===== src/rtl/apb_bridge_pkg.sv =====
// apb_bridge_pkg
//   Shared definitions for the AHB-Lite to APB3 bridge: FSM state encoding,
//   AHB HTRANS / HRESP codes and a helper that sizes the slot-select field.
//   No ports (package).
package apb_bridge_pkg;

   typedef enum logic [2:0] {
      S_IDLE   = 3'd0,
      S_LATCH  = 3'd1,
      S_SETUP  = 3'd2,
      S_ACCESS = 3'd3,
      S_DONE   = 3'd4,
      S_ERR1   = 3'd5,
      S_ERR2   = 3'd6
   } state_t;

   localparam logic [1:0] HTRANS_IDLE   = 2'b00;
   localparam logic [1:0] HTRANS_BUSY   = 2'b01;
   localparam logic [1:0] HTRANS_NONSEQ = 2'b10;
   localparam logic [1:0] HTRANS_SEQ    = 2'b11;

   localparam logic HRESP_OKAY  = 1'b0;
   localparam logic HRESP_ERROR = 1'b1;

   // Width of the HADDR slot field; a single-slot bridge still carries one bit.
   function automatic int slot_width(input int nslots);
      return (nslots > 1) ? $clog2(nslots) : 1;
   endfunction

   // Only NONSEQ and SEQ carry a real transfer; IDLE and BUSY are answered OKAY.
   function automatic logic is_active(input logic [1:0] htrans);
      return !((htrans == HTRANS_IDLE) || (htrans == HTRANS_BUSY));
   endfunction

endpackage


===== src/rtl/apb_bridge_decode.sv =====
// apb_bridge_decode
//   Turns the slot index taken from HADDR into a one-hot PSEL pattern and
//   flags indices that have no slave behind them.
//   Ports:
//     slot          in  SLOT_W  slot index from the address
//     onehot        out NSLOTS  one-hot select (all zero when out of range)
//     out_of_range  out 1       index >= NSLOTS (never set when NSLOTS == 1)
module apb_bridge_decode #(
   parameter int NSLOTS = 16,
   parameter int SLOT_W = 4
) (
   input  logic [SLOT_W-1:0] slot,
   output logic [NSLOTS-1:0] onehot,
   output logic              out_of_range
);

   always_comb begin
      onehot       = '0;
      out_of_range = 1'b0;
      if (NSLOTS == 1) begin
         // A single slave answers every address; the slot bits are ignored.
         onehot[0] = 1'b1;
      end else begin
         if (int'(slot) >= NSLOTS) out_of_range = 1'b1;
         for (int i = 0; i < NSLOTS; i++) begin
            if (slot == SLOT_W'(i)) onehot[i] = 1'b1;
         end
      end
   end

endmodule


===== src/rtl/apb_bridge_multi.sv =====
// apb_bridge_multi
//   AHB-Lite slave to APB3 master bridge with NSLOTS slave selects decoded
//   from HADDR[SLOT_LSB +: slot_width], and an optional ACCESS timeout.
//   Ports:
//     HCLK, HRESETN                         clock, async active-low reset
//     HSEL/HADDR/HWRITE/HTRANS/HWDATA/HREADYIN   AHB-Lite slave inputs
//     HREADYOUT/HRESP/HRDATA                AHB-Lite slave outputs
//     PSEL/PADDR/PWRITE/PENABLE/PWDATA      APB3 master outputs
//     PRDATA/PREADY/PSLVERR                 APB3 master inputs
//     TOUT                                  one-cycle pulse on timeout abort
//     dbg_state                             current FSM state
//
//   Handshake: an AHB transfer is taken on an edge where HSEL & HREADYIN &
//   HTRANS is NONSEQ/SEQ while the bridge is IDLE, DONE or ERR2; the data
//   phase is stretched with HREADYOUT=0 until the APB side finishes. An APB
//   beat completes on the edge where PSEL & PENABLE & PREADY are all high.
module apb_bridge_multi
   import apb_bridge_pkg::*;
#(
   parameter int NSLOTS   = 16,
   parameter int SLOT_LSB = 24,
   parameter int ADDR_W   = 32,
   parameter int TIMEOUT  = 256
) (
   input  logic              HCLK,
   input  logic              HRESETN,
   input  logic              HSEL,
   input  logic [31:0]       HADDR,
   input  logic              HWRITE,
   input  logic [1:0]        HTRANS,
   input  logic [31:0]       HWDATA,
   input  logic              HREADYIN,
   output logic              HREADYOUT,
   output logic              HRESP,
   output logic [31:0]       HRDATA,
   output logic [NSLOTS-1:0] PSEL,
   output logic [ADDR_W-1:0] PADDR,
   output logic              PWRITE,
   output logic              PENABLE,
   output logic [31:0]       PWDATA,
   input  logic [31:0]       PRDATA,
   input  logic              PREADY,
   input  logic              PSLVERR,
   output logic              TOUT,
   output state_t            dbg_state
);

   localparam int SLOT_W = slot_width(NSLOTS);
   localparam int CNT_W  = (TIMEOUT > 0) ? $clog2(TIMEOUT + 1) : 1;
   localparam logic [CNT_W-1:0] TO_LIMIT = CNT_W'(TIMEOUT);

   state_t              state;
   logic [ADDR_W-1:0]   addr_q;
   logic                write_q;
   logic [NSLOTS-1:0]   sel_q;
   logic                oor_q;
   logic [CNT_W-1:0]    to_cnt;
   logic [CNT_W-1:0]    cnt_next;
   logic [NSLOTS-1:0]   dec_sel;
   logic                dec_oor;
   logic                accept;
   logic                timeout_hit;
   logic                unused_ok;

   apb_bridge_decode #(
      .NSLOTS (NSLOTS),
      .SLOT_W (SLOT_W)
   ) u_decode (
      .slot         (HADDR[SLOT_LSB +: SLOT_W]),
      .onehot       (dec_sel),
      .out_of_range (dec_oor)
   );

   assign accept = (state inside {S_IDLE, S_DONE, S_ERR2}) && HSEL && HREADYIN
                   && is_active(HTRANS);

   // Abort on the wait cycle that would make the counter reach TIMEOUT, so
   // the slave sees exactly TIMEOUT ACCESS cycles; PREADY in that same cycle
   // still wins because it is checked first.
   assign cnt_next    = to_cnt + CNT_W'(1);
   assign timeout_hit = (TIMEOUT > 0) && (cnt_next == TO_LIMIT);

   assign dbg_state = state;
   assign unused_ok = ^HADDR;

   always_ff @(posedge HCLK or negedge HRESETN) begin
      if (!HRESETN) begin
         state     <= S_IDLE;
         HREADYOUT <= 1'b1;
         HRESP     <= HRESP_OKAY;
         HRDATA    <= '0;
         PSEL      <= '0;
         PENABLE   <= 1'b0;
         PWRITE    <= 1'b0;
         PADDR     <= '0;
         PWDATA    <= '0;
         TOUT      <= 1'b0;
         to_cnt    <= '0;
         addr_q    <= '0;
         write_q   <= 1'b0;
         sel_q     <= '0;
         oor_q     <= 1'b0;
      end else begin
         TOUT <= 1'b0;
         case (state)
            S_IDLE, S_DONE, S_ERR2: begin
               if (accept) begin
                  state     <= S_LATCH;
                  HREADYOUT <= 1'b0;
                  HRESP     <= HRESP_OKAY;
                  addr_q    <= HADDR[ADDR_W-1:0];
                  write_q   <= HWRITE;
                  sel_q     <= dec_sel;
                  oor_q     <= dec_oor;
               end else begin
                  state     <= S_IDLE;
                  HREADYOUT <= 1'b1;
                  HRESP     <= HRESP_OKAY;
               end
            end
            S_LATCH: begin
               // HWDATA is valid only in the AHB data phase, i.e. now.
               PWDATA <= HWDATA;
               if (oor_q) begin
                  state <= S_ERR1;
                  HRESP <= HRESP_ERROR;
               end else begin
                  state   <= S_SETUP;
                  PSEL    <= sel_q;
                  PENABLE <= 1'b0;
                  PADDR   <= addr_q;
                  PWRITE  <= write_q;
               end
            end
            S_SETUP: begin
               state   <= S_ACCESS;
               PENABLE <= 1'b1;
               to_cnt  <= '0;
            end
            S_ACCESS: begin
               if (PREADY) begin
                  PSEL    <= '0;
                  PENABLE <= 1'b0;
                  if (PSLVERR) begin
                     state <= S_ERR1;
                     HRESP <= HRESP_ERROR;
                  end else begin
                     state     <= S_DONE;
                     HREADYOUT <= 1'b1;
                     HRESP     <= HRESP_OKAY;
                     if (!write_q) HRDATA <= PRDATA;
                  end
               end else begin
                  to_cnt <= cnt_next;
                  if (timeout_hit) begin
                     PSEL    <= '0;
                     PENABLE <= 1'b0;
                     TOUT    <= 1'b1;
                     state   <= S_ERR1;
                     HRESP   <= HRESP_ERROR;
                  end
               end
            end
            S_ERR1: begin
               // Second half of the two-cycle AHB ERROR response.
               state     <= S_ERR2;
               HREADYOUT <= 1'b1;
               HRESP     <= HRESP_ERROR;
            end
            default: begin
               state     <= S_IDLE;
               HREADYOUT <= 1'b1;
               HRESP     <= HRESP_OKAY;
               PSEL      <= '0;
               PENABLE   <= 1'b0;
            end
         endcase
      end
   end

endmodule


===== config.mk =====
export PLATFORM = sky130hd
export DESIGN_NAME = apb_bridge_multi
export DESIGN_NICKNAME = d
export VERILOG_FILES = /design/src/rtl/apb_bridge_pkg.sv /design/src/rtl/apb_bridge_decode.sv /design/src/rtl/apb_bridge_multi.sv
export SDC_FILE = /design/constraint.sdc
export NUM_CORES = 1
export LEC_CHECK = 0
export CAP_MARGIN = 30
export CORE_ASPECT_RATIO = 1.25
export CORE_MARGIN = 5
export CORE_UTILIZATION = 30
export DETAILED_ROUTE_END_ITERATION = 12
export GPL_TIMING_DRIVEN = 0
export SLEW_MARGIN = 20
export SYNTH_ARGS = -nofsm -noshare
export SYNTH_HDL_FRONTEND = slang
export SYNTH_SLANG_ARGS = --single-unit

===== constraint.sdc =====
create_clock -name HCLK -period 4.8 [get_ports HCLK]
set_input_delay 1.2 -clock HCLK [delete_from_list [all_inputs] [get_ports HCLK]]
set_output_delay 1.2 -clock HCLK [all_outputs]
set_load 0.02 [all_outputs]

==> results of run 1 <==
worst min-delay path by stage:
stage	cells past startpoint	endpoint
final	2	addr_q[15]
after global routing	2	addr_q[8]
after CTS	2	addr_q[30]
after detailed placement	2	addr_q[15]
after global placement	2	addr_q[8]
after floorplan	2	addr_q[0]
metrics by stage:
stage	worst slack [ns]	setup TNS (ns)	std cells	util (%)	total power, mW
after floorplan	2.51	0	610	-	4.17
after global routing	1.66	0	1191	44.5	7.62
after detailed placement	1.33	0	1159	41.7	5.67
final	1.88	0	1191	44.5	7.16
after global placement	-5.25	-929.56	1158	41.6	5.62
after CTS	1.79	0	1191	44.5	7.29
flip-flops by register name, summed over array words and instances, names as in the netlist:
name and flops:
HRDATA 32, PADDR 32, PWDATA 32, addr_q 32, PSEL 16, sel_q 16
to_cnt 9, dbg_state 3, HREADYOUT 1, HRESP 1, PENABLE 1, PWRITE 1
TOUT 1, write_q 1
logic make-up after synthesis:
kind of cell	after synthesis
adders and majority gates	2
xor gates and xnor gates	1
AOI/OAI and AO/OA	97
and+or+nand+nor	179
DFF	178
buffers and inverters	55
muxes	98
Yosys cell counts, types with 2 or more instances:
cell type                  instances
sky130_fd_sc_hd__a21o_1           16
sky130_fd_sc_hd__a21oi_1           4
sky130_fd_sc_hd__a22oi_1          16
sky130_fd_sc_hd__and3_1            2
sky130_fd_sc_hd__and4_1            2
sky130_fd_sc_hd__buf_1             5
sky130_fd_sc_hd__buf_2             8
sky130_fd_sc_hd__clkbuf_1         21
sky130_fd_sc_hd__dfrtp_1         177
sky130_fd_sc_hd__ha_1              2
sky130_fd_sc_hd__inv_1            19
sky130_fd_sc_hd__mux2_2           97
sky130_fd_sc_hd__nand2_1         130
sky130_fd_sc_hd__nand2b_1          6
sky130_fd_sc_hd__nand3_1           3
sky130_fd_sc_hd__nand4_1           2
sky130_fd_sc_hd__nor2_1           18
sky130_fd_sc_hd__nor2b_1           3
sky130_fd_sc_hd__nor3_1            6
sky130_fd_sc_hd__o21ai_0          16
sky130_fd_sc_hd__o22ai_1          17
sky130_fd_sc_hd__o31ai_1          12
sky130_fd_sc_hd__o41ai_1           6
layout make-up:
class / instances / area (sq um)
flip-flops and latches: 178 / 4460
well taps: 325 / 407
clock inverters: 8 / 171
repair buffers: 224 / 2260
inverters: 19 / 71.3
clock buffers: 24 / 502
plain buffers: 36 / 164
multi-input cells: 377 / 2560
fillers: 2297 / 13200
layer usage:
metal | share of wire [%] | wire length (um) | GRT usage, % | vias to the layer above
li1 | - | - | - | 2593
met1 | 42 | 8470 | 18.8 | 2666
met2 | 51 | 10400 | 25.4 | 126
met3 | 5.3 | 1070 | 4.76 | 26
met4 | 2.1 | 436 | 5.31 | 2
met5 | 0.064 | 13 | 0 | -
layout by cell type, fill, tap and decap left out, types with 8 or more instances in the layout:
master / n
sky130_fd_sc_hd__buf_2: 8
sky130_fd_sc_hd__o31ai_1: 12
sky130_fd_sc_hd__o21ai_0: 16
sky130_fd_sc_hd__dfrtp_1: 177
sky130_fd_sc_hd__a22oi_1: 16
sky130_fd_sc_hd__inv_1: 19
sky130_fd_sc_hd__o22ai_1: 17
sky130_fd_sc_hd__clkbuf_16: 17
sky130_fd_sc_hd__nand2_1: 130
sky130_fd_sc_hd__clkbuf_1: 23
sky130_fd_sc_hd__clkdlybuf4s50_1: 222
sky130_fd_sc_hd__a21o_1: 16
sky130_fd_sc_hd__nor2_1: 18
sky130_fd_sc_hd__mux2_2: 97
worst max-delay path: stages:
cell,delay [ns]
sky130_fd_sc_hd__clkdlybuf4s50_1,0.39
sky130_fd_sc_hd__nor2b_1,0.14
sky130_fd_sc_hd__nand4_1,0.19
sky130_fd_sc_hd__clkbuf_1,0.48
sky130_fd_sc_hd__clkbuf_1,0.55
sky130_fd_sc_hd__o21ai_0,0.22
where the power goes:
group	switching (mW)	internal [mW]	total, mW	leakage (nW)
clock network	0.587	0.997	1.58	0.327
logic	1.52	1.53	3.04	2.08
registers	0.375	2.16	2.54	2.25
total	2.48	4.69	7.16	4.66
==> results.md, run 1 <==
Route:
- The number of remaining DRC errors is 0.
- After detailed routing, the average wire length per cell comes to roughly 17 um.
- The DRC violation total after the first TritonRoute iteration is 210.
- The final wirelength is slightly above 20,000 um.
- Using the TritonRoute via totals, the vias-per-cell ratio works out to 4.54.
- The routed layout has around 5,400 vias.
- The antenna violation net count after detailed routing is 0.
- The pre-antenna-repair detailed-routing pass consisted of 4 iterations.

Yosys:
- After Yosys synthesis, and, or, nand and nor cells account for 10.3% of the synthesized area.
- After synthesis the netlist holds a flip-flop and latch count of 178.
- The number of enable-type register cells in the synthesized netlist is 0.
- The proportion of synthesized flip-flops having asynchronous set or reset is 100%.
- The post-synth design cell area is 0.00725 sq mm.
- The most area-hungry cell type in the Yosys netlist is sky130_fd_sc_hd__dfrtp_1.
- The number of nets in the synthesized netlist is 717.
- After synthesis, the largest family of logic cells by area is multiplexers.
- Counting every instance in the synthesized netlist gives 610.
- Of the total synthesized cell area, the portion taken by full adders, half adders and majority gates is 0.345%.
- The multiplexer share of the synthesized area is 15.2%.
- Yosys printed 0 warnings.
- The sequential element share of the synthesized area is 61.4%.
- In the synthesized netlist the dominant register cell turns out to be sky130_fd_sc_hd__dfrtp_1.
- In this run, distinct cell masters in the synthesized netlist total 45.
- After synthesis, the mean cell area works out to between 10 and 15 sq um.
- The complex-gate fraction of the synthesized area is 9.33%.
- By area the synthesized netlist is led by sky130_fd_sc_hd__dfrtp_1, sky130_fd_sc_hd__mux2_2, sky130_fd_sc_hd__nand2_1.
- The XOR/XNOR share of the synthesized area is 0.121%.
- The area fraction of the dominant cell type after synthesis is 61.1%.

Placement:
- The post-DP HPWL is 15,000 um.
- The placement-stage cell area is 0.00993 sq mm.
- During placement, the flow inserted port buffers numbering 223.
- At the end of routability-driven placement, the weighted congestion stood at just under 0.8.

Floorplanning:
- The chip width is 149 um.
- The core region is between 0.02 and 0.025 sq mm.
- The die outline height is 184 um.
- Pin placement for this block handled approximately 230 I/O pins.
- The number of rows created at floorplan is 63.
- The area of the die is 0.0274 sq mm.
- Once the floorplan was initialized, standard cells occupied a little under a third of the core.

Clock tree:
- The number of setup buffers added after CTS is 0.
- The clock tree from TritonCTS is built.
- The number of buffers inserted by hold repair at cts is 0.
- The CTS root buffer is sky130_fd_sc_hd__clkbuf_16.
- Once the clock tree was built, the resizer swapped 0 gates to a different size.
- The H-tree was split into 4 levels.
- At the later pin of the worst-skew pair, clock insertion delay measures ~0.43 ns.
- The buffer levels on the longest clock path is 2.
- The number of buffers added by the clock tree synthesis step is 17.
- The tree built by TritonCTS fans out to 178 sinks.
- Clock-pin slew was measured on the worst setup and hold paths at 0.07 ns.

Worst setup path:
- In this run the worst path has a maximum fanout of 10.
- The critical path capture point is dbg_state[0].
- The element type at the critical path end is a flop.
- The slack of the worst reg-to-reg path is 2.23 ns.
- Measured in cells, the most critical reg-to-reg path has a length of 6.
- The critical path is of the primary input to flop type.
- The launch instance of the worst register-to-register path is dbg_state[1].
- The required time at the worst-slack endpoint is 5.06 ns.
- The arrival time at the worst endpoint is 3.18 ns.
- STA classifies the critical path startpoint as a primary input.
- The most critical setup path has its startpoint at HSEL.
- The reg-to-reg endpoint is dbg_state[0].

STA:
- The worst slew margin relative to its limit is a little over two fifths.
- The worst path uses 60.8% of the clock period.
- The number of hold violations in the final report is 0.
- Setup violations remaining at the end of the flow were counted as 0.
- Across all hold checks on the routed design, the worst slack comes to 0.467 ns.
- The post-layout minimum cycle time is 2.92 ns.
- Setup repair after global routing left no endpoint under its margin.
- The slew at the pin with the worst max-slew slack is 0.860 ns.
- Derived from the worst setup path, the maximum achievable clock frequency is 342 MHz.
- Clock skew on the completed layout was measured at 0.0111 ns.
- The max-slew violation count is 0.

Flow run:
- The tool flagged a number of max-cap violations equal to 0.

GRT:
- The total global-route track usage is 15.3%.
- The global route total overflow is 0.
- The via count of the first global-routing pass is 5,714.
- Entering global routing, the biggest net connects 91 pins.
- The first global-routing pass estimated 32,500 um of wire.
- The number of antenna violations at the first check in global routing came to 1.

Worst hold path:
- The min-delay analysis places its worst path in the category flop to flop.
- The startpoint identified for the worst hold timing path is addr_q[15].

Status:
- The flow ran to the end, and the final reports show no timing, DRC or antenna violations.

Layout:
- The post-route netlist has 16.3% of its cells at a drive strength greater than 1.
- The final layout contains 960 nets.
- 0 antenna diodes ended up in the layout.
- The synthesis-to-layout area growth is 46.1%.
- The finished cells cover around 0.011 sq mm.

Power and ir drop:
- The total power per unit cell area is 676 mW/mm^2.
- The analysis attributes to cell leakage a power of 4.66 nW.
- The largest vdd supply drop is around 0.00034 V.
Note: power is estimated with default switching activity, not from simulation.
==> run 2, diff against run 1 <==
Clock period 4.8 ns to 2.96 ns, I/O delays scaled along.
==> results of run 2 <==
Same layout as run 1 (identical final DEF). Status: finished, final reports clean.
Main changes from that run: setup slack after placement 1.33 ns -> -0.0490 ns; setup slack after layout 1.88 ns -> 0.389 ns; hold slack 0.467 ns -> 0.290 ns; start point of the critical path HSEL -> dbg_state[1]; register-to-register setup slack 2.23 ns -> 0.39 ns; total power 7.16 mW -> 11.6 mW; worst IR drop on VDD 0.000342 V -> 0.000555 V
